### config.mk
export PLATFORM = sky130hd
export DESIGN_NAME = mux_4x1_arbiter
export DESIGN_NICKNAME = d
export VERILOG_FILES = /design/src/rtl/mux_4x1_arbiter.sv
export SDC_FILE = /design/constraint.sdc
export NUM_CORES = 1
export LEC_CHECK = 0
export ABC_AREA = 1
export CELL_PAD_IN_SITES_DETAIL_PLACEMENT = 2
export CELL_PAD_IN_SITES_GLOBAL_PLACEMENT = 2
export CORE_ASPECT_RATIO = 0.6
export CORE_UTILIZATION = 30
export DETAILED_ROUTE_END_ITERATION = 16
export PLACE_DENSITY_LB_ADDON = 0.1
export SLEW_MARGIN = 20
export SYNTH_ARGS = -nofsm -noshare
export SYNTH_HDL_FRONTEND = slang
export SYNTH_SLANG_ARGS = --single-unit
### constraint.sdc
create_clock -name clk -period 6.5 [get_ports clk]
set_clock_uncertainty 0.2 [all_clocks]
set_input_delay 1.3 -clock clk [delete_from_list [all_inputs] [get_ports clk]]
set_output_delay 1.3 -clock clk [all_outputs]
set_load 0.1 [all_outputs]
### src/rtl/mux_4x1_arbiter.sv
// rtl/mux_4x1_arbiter.sv - round-robin 4-requester arbiter driving a shared 4x1 mux
//
// Purpose:
//   Grants one of four requesters ownership of a shared 4x1 data mux.
//   Arbitration is round-robin from a rotating pointer. An owner keeps the
//   grant until it drops its request or has held the grant for MAX_HOLD
//   consecutive cycles. Handover to the next winner happens on the same edge
//   as the release, so there is no dead cycle between owners.
//
// Parameters:
//   MAX_HOLD  maximum consecutive grant cycles per owner (1..15)
//
// Ports:
//   clk    in   1  clock, all state updates on the rising edge
//   rst_n  in   1  asynchronous active-low reset
//   req    in   4  request lines, req[i] = requester i wants the mux
//   a      in   4  mux data, a[i] = requester i's data bit
//   grant  out  4  registered one-hot grant, zero when idle
//   sel    out  2  registered index of the current/last owner
//   busy   out  1  registered, high whenever grant is non-zero
//   y      out  1  combinational mux output, a[sel] when busy else 0

module mux_4x1_arbiter #(
  parameter int MAX_HOLD = 4
) (
  input  logic       clk,
  input  logic       rst_n,
  input  logic [3:0] req,
  input  logic [3:0] a,
  output logic [3:0] grant,
  output logic [1:0] sel,
  output logic       busy,
  output logic       y
);

  // Hold counter only has to reach MAX_HOLD.
  localparam int HW = (MAX_HOLD < 2) ? 1 : $clog2(MAX_HOLD + 1);
  localparam logic [HW-1:0] HOLD_MAX = HW'(MAX_HOLD);
  localparam logic [HW-1:0] HCNT_ONE = HW'(1);

  localparam logic [0:0] ST_IDLE  = 1'b0;
  localparam logic [0:0] ST_OWNED = 1'b1;

  logic [0:0]    r_state;
  logic [1:0]    r_ptr;
  logic [HW-1:0] r_hcnt;
  logic [3:0]    r_grant;
  logic [1:0]    r_sel;
  logic          r_busy;

  logic          w_owned;
  logic          w_release;
  logic          w_arbitrate;
  logic [1:0]    w_arb_ptr;
  logic [7:0]    w_req_dbl;
  logic [3:0]    w_req_rot;
  logic          w_win_valid;
  logic [1:0]    w_win_off;
  logic [1:0]    w_win_idx;
  logic [3:0]    w_win_onehot;

  assign w_owned = (r_state == ST_OWNED);

  // While owned, r_sel is the owner's index.
  assign w_release   = w_owned && (!req[r_sel] || (r_hcnt == HOLD_MAX));
  assign w_arbitrate = !w_owned || w_release;

  // On release the pointer advances past the owner and arbitration uses the
  // advanced value on the same edge; from idle the stored pointer is used.
  assign w_arb_ptr = w_owned ? (r_sel + 2'd1) : r_ptr;

  // Rotate requests so bit k corresponds to requester (w_arb_ptr + k) mod 4;
  // a fixed priority encoder on the rotated vector is then round-robin.
  assign w_req_dbl = {req, req} >> w_arb_ptr;
  assign w_req_rot = w_req_dbl[3:0];

  always_comb begin
    w_win_valid = 1'b1;
    w_win_off   = 2'd0;
    casez (w_req_rot)
      4'b???1: w_win_off = 2'd0;
      4'b??10: w_win_off = 2'd1;
      4'b?100: w_win_off = 2'd2;
      4'b1000: w_win_off = 2'd3;
      default: w_win_valid = 1'b0;
    endcase
  end

  assign w_win_idx    = w_arb_ptr + w_win_off;
  assign w_win_onehot = 4'b0001 << w_win_idx;

  always_ff @(posedge clk or negedge rst_n) begin
    if (!rst_n) begin
      r_state <= ST_IDLE;
      r_ptr   <= 2'd0;
      r_hcnt  <= '0;
      r_grant <= 4'b0000;
      r_sel   <= 2'd0;
      r_busy  <= 1'b0;
    end else if (w_arbitrate) begin
      if (w_release) begin
        r_ptr <= r_sel + 2'd1;
      end
      if (w_win_valid) begin
        // A forced release with only the owner requesting lands here with
        // the same index, so grant stays asserted and the count restarts.
        r_state <= ST_OWNED;
        r_grant <= w_win_onehot;
        r_sel   <= w_win_idx;
        r_busy  <= 1'b1;
        r_hcnt  <= HCNT_ONE;
      end else begin
        // sel keeps the last owner's index while idle.
        r_state <= ST_IDLE;
        r_grant <= 4'b0000;
        r_busy  <= 1'b0;
        r_hcnt  <= '0;
      end
    end else begin
      r_hcnt <= r_hcnt + HCNT_ONE;
    end
  end

  assign grant = r_grant;
  assign sel   = r_sel;
  assign busy  = r_busy;
  assign y     = r_busy ? a[r_sel] : 1'b0;

endmodule
Word-level counts from Yosys, hierarchy flattened
Cells that the tools add are included.
W data, S select, Z words.
- flip-flop bits (word level): 12
- bits of input ports: 10
- output and inout port bits: 8
- word-level logic and storage cells: 35
- $add $sub $neg: 3
- order comparisons: 1
- equal/unequal tests: 4
- shift-type cells: 2
- mux-type cells: 12
- reductions and logical operators: 8
- operator list (kind ; number):
    $shr A8 B2 Y4 ; 1
    $eq A3 B3 Y1 const B ; 2
    $mux W1 ; 6
    $pmux W2 S3 ; 1
    $bmux W1 S2 ; 2
    $eq A4 B4 Y1 const B ; 1
    $mux W4 ; 1
    $reduce_and A2 Y1 ; 2
    $reduce_or A4 Y1 ; 1
    $shl A1 B2 Y4 const A ; 1
    $add A3 B1 Y3 const B ; 1
    $lt A2 B3 Y1 const B ; 1
    $mux W3 ; 1
    $add A2 B1 Y2 const B ; 1
    $add A2 B2 Y2 ; 1
    $eq A2 B2 Y1 const B ; 1
    $logic_not A1 Y1 ; 2
    $logic_or A1 B1 Y1 ; 2
    $mux W2 ; 1
    $logic_and A1 B1 Y1 ; 1

Depth between registers and ports, before layout
- depth after elaboration: 8
- depth in mapped cells: 16
- mapped depth without buffers: 15

Worst setup path before layout
OpenSTA, ideal clock, no wires.
- kind: input -> output
- from: input port a[0]
- to: output port y
- data arrival time: 2978 ps
- data required time: 5000 ps
- setup slack: 2022 ps
- stages on the path: 4
- path buffers: 0
- path through: nor2_1 > nor2_1 > o21ai_0 > a21oi_1
- cells in the longest elaborated chain, start to end: 3
- ends and longest elaborated chain (what ; RTL line ; text):
    from (decl) ; 29 ; input logic [3:0] a,
    $bmux W1 S2 ; 127 ; assign y = r_busy ? a[r_sel] : 1'b0;
    $mux W1 (not written as such) ; 127 ;
    $mux W1 ; 127 ;
    to (decl) ; 33 ; output logic y
No other way between the ends. The select of a mux whose other input is x is not followed.

Worst setup path in the final report
- from: input port a[2]
- to: output port y
Same word-level chain as after synthesis.

==> summary.md <==
| Metric | Value |
|---|---|
| Pin count of the biggest net entering global routing | `13` |
| Worst-case reg-to-reg path depth | `15` |
| GPL Wtd Cong | `0.730` |
| Die Width | `76.0 um` |
| WHS Path Cells | `2` |
| Final core occ | `42.1%` |
| Cells along the critical path | `clkdlybuf4s50_1 -> nor2_1 -> nor2_1 -> o21ai_0 -> a21oi_1 -> clkdlybuf4s50_1` |
| Unrepaired setup endpoints after global routing | `false` |
| Clk Latency, worst-skew pair | `0.25 ns` |
| Critical R2R Launch | `busy$_DFFE_PN0N_` |
| Critical Path End Type | `output port` |
| Crit path required time | `5.00 ns` |
| Metal2 WL | `1.28 mm` |
| Top-count cell post-synth | `nand2_1` |
| Final wirelength | `2.98 mm` |
| Total die area | `3520 um2` |
| Io pins | `18` |
| Vias per Instance | `4.66` |
| CORE AREA | `2980 um2` |
| FF-to-FF setup slack | `3.95 ns` |
| Final ANT Viol Nets | `0` |
| Share of layout cells above drive strength 1 | `21.9%` |
| GRT Util Overall | `19.9%` |
| Placed cell count | `198` |
| CP startpoint kind | `input pin` |
| Hold_sp | `grant[3]$_DFFE_PN0N_` |
| Reg-to-reg endpoint | `sel[1]$_DFFE_PN0P_` |
| Hold_buf cts | `0` |
| Synth unique cells | `21` |
| Metal1 wirelength | `1.58 mm` |
| CP Launch Point | `a[2]` |
| DRC errors left | `0` |
| Largest area contributor in the netlist | `dfrtp_1` |
| Final Cycle Share | `74.3%` |
| CTS tree | `built` |
| Worst-path clk slew | `0.05 ns` |
| Initial antenna violation count | `0` |
| Top sig layer | `met4` |
| Least-Margin Pin Slew | `0.972 ns` |
| Status | `finished, final reports clean` |
| Synth Flop Type | `dfrtp_1` |
| DR WL/cell | `14.7 um` |
| Synthesized flop and latch total | `12` |
| Post-synth EDFFs | `0` |
| Ant diodes | `0` |
| Register area share after synthesis | `30.5%` |
| Vias in the first global route | `1002` |
| Total CTS buffers | `3` |
| Setup violators final | `0` |
| Vias post-DR | `941` |
| CP Class | `input pin to output port` |
| DRT iter0 DRCs | `25` |
| Clock Tree Buf Depth | `2` |
| Rel. slew slack | `35.0%` |
| Synth top area share | `30.5%` |
| Hold Fails Final Rpt | `0` |
| PortBufs | `17` |
| DP HPWL | `2.45 mm` |
| Total congestion overflow | `0` |
| First-pass GRT wire length | `5.17 mm` |
| YS warnings | `0` |
| Crit-path slowest cell | `clkdlybuf4s50_1` |
| Synth area leaders | `dfrtp_1, nand2_1, nand2_4, nand2_2, nand3_1` |
| Post-synth net total | `153` |
| Number of gates resized after cts | `0` |
| CTS H-Tree Depth | `1` |
| Fin. max-slew vios | `0` |
| Die span in y | `46.4 um` |
| Clk sink count | `12` |
| Syn avg cell area | `7.03 um2` |
| Post-layout min period | `4.83 ns` |
| Pre-antenna DRT Iters | `3` |
| Fmax | `0.207 GHz` |
| Area Growth Syn to Fin | `27.4%` |
| Worst hold path class | `flip-flop to flip-flop` |
| Setup_tns | `0 ns` |
| CP Max Fanout | `1` |
| Asr flop ratio synth | `100%` |
| Root Buffer | `clkbuf_8` |
| Slowest cell delay on critical path | `1.15 ns` |
| Critical Path AT | `3.33 ns` |
| Post-synthesis cell count | `140` |
| Top cells by instance count after synthesis | `nand2_1, dfrtp_1, inv_1, nand2_2, nand3_1` |
| Setup bufs post-CTS | `0` |
| Final std cells w/o fill | `202` |
| Worst Hold Path EP | `grant[3]$_DFFE_PN0N_` |
| Met3 Routed Length | `78 um` |
| Cell Area, Synth | `985 um2` |
| Max-cap violation count | `0` |
| Row cnt | `15` |
| Starting Density | `33.0%` |
| Final net count | `174` |
==> critical path: cells and delay by family <==
kind / cells / cell delay [ns]
buffers and inverters: 2 / 1.61
and+or+nand+nor: 2 / 0.16
AOI/OAI and AO/OA: 2 / 0.26
==> per-stage QoR <==
step	setup WS [ns]	hold WS, ns	instance area (um2)
3_3_place_gp	1.78	0.262	1200
2_1_floorplan	2.02	0.265	985
4_1_cts	1.64	0.285	1250
6_report	1.67	0.280	1250
3_5_place_dp	1.65	0.270	1200
5_1_grt	1.54	0.306	1250
==> logic make-up (layout without fill, tap and decap cells) <==
family | Yosys count | count (layout) | synth area share [%]
AND/OR/NAND/NOR | 90 | 90 | 47.6
buffers and inverters | 18 | 38 | 7.50
AO/OA/AOI/OAI | 15 | 15 | 8.77
flip-flops | 12 | 12 | 30.5
adder cells (fa/ha/maj) | 3 | 3 | 3.81
XOR/XNOR | 2 | 2 | 1.78
==> per-layer routing <==
metal | vias to the layer above | global-route usage [%]
li1 | 474 | -
met1 | 448 | 26.9
met2 | 14 | 32.4
met3 | 5 | 3.96
met4 | 0 | 6.92
met5 | - | 0
==> final cells by class <==
cell class	count	area, um2
fill	354	1730
multi-input combinational	110	611
sequential	12	300
timing repair buffer	17	170
inverter	17	66.3
clock buffer	4	55.1
tap	42	52.6
==> placed cells by master, fill, tap and decap left out <==
master	instances
nor2_8	1
inv_1	12
clkbuf_8	4
nor2_1	8
xnor2_1	1
inv_2	4
nand3_1	9
nand3_2	1
xor2_1	1
clkdlybuf4s50_1	17
a21oi_1	6
o21ai_1	1
dfrtp_1	12
nor2_4	1
inv_4	1
nand2_4	7
nand2_1	50
nand2_2	12
o21ai_2	3
nand3b_2	1
o21ai_0	5
ha_1	3
==> registers in the layout, summed over array words and instances, names as in the netlist <==
name / flops
grant: 4
r_hcnt: 3
r_ptr: 2
sel: 2
busy: 1
==> worst max path at each step <==
stage,end,slack [ns],cells after the start
after detailed placement,y,1.65,6
after CTS,y,1.64,6
after floorplan,y,2.02,4
final,y,1.67,6
after global placement,y,1.78,6
after global routing,y,1.54,6
Power is not shown: default switching activity piles up to over one toggle a cycle in this logic, so the estimate is an artifact.
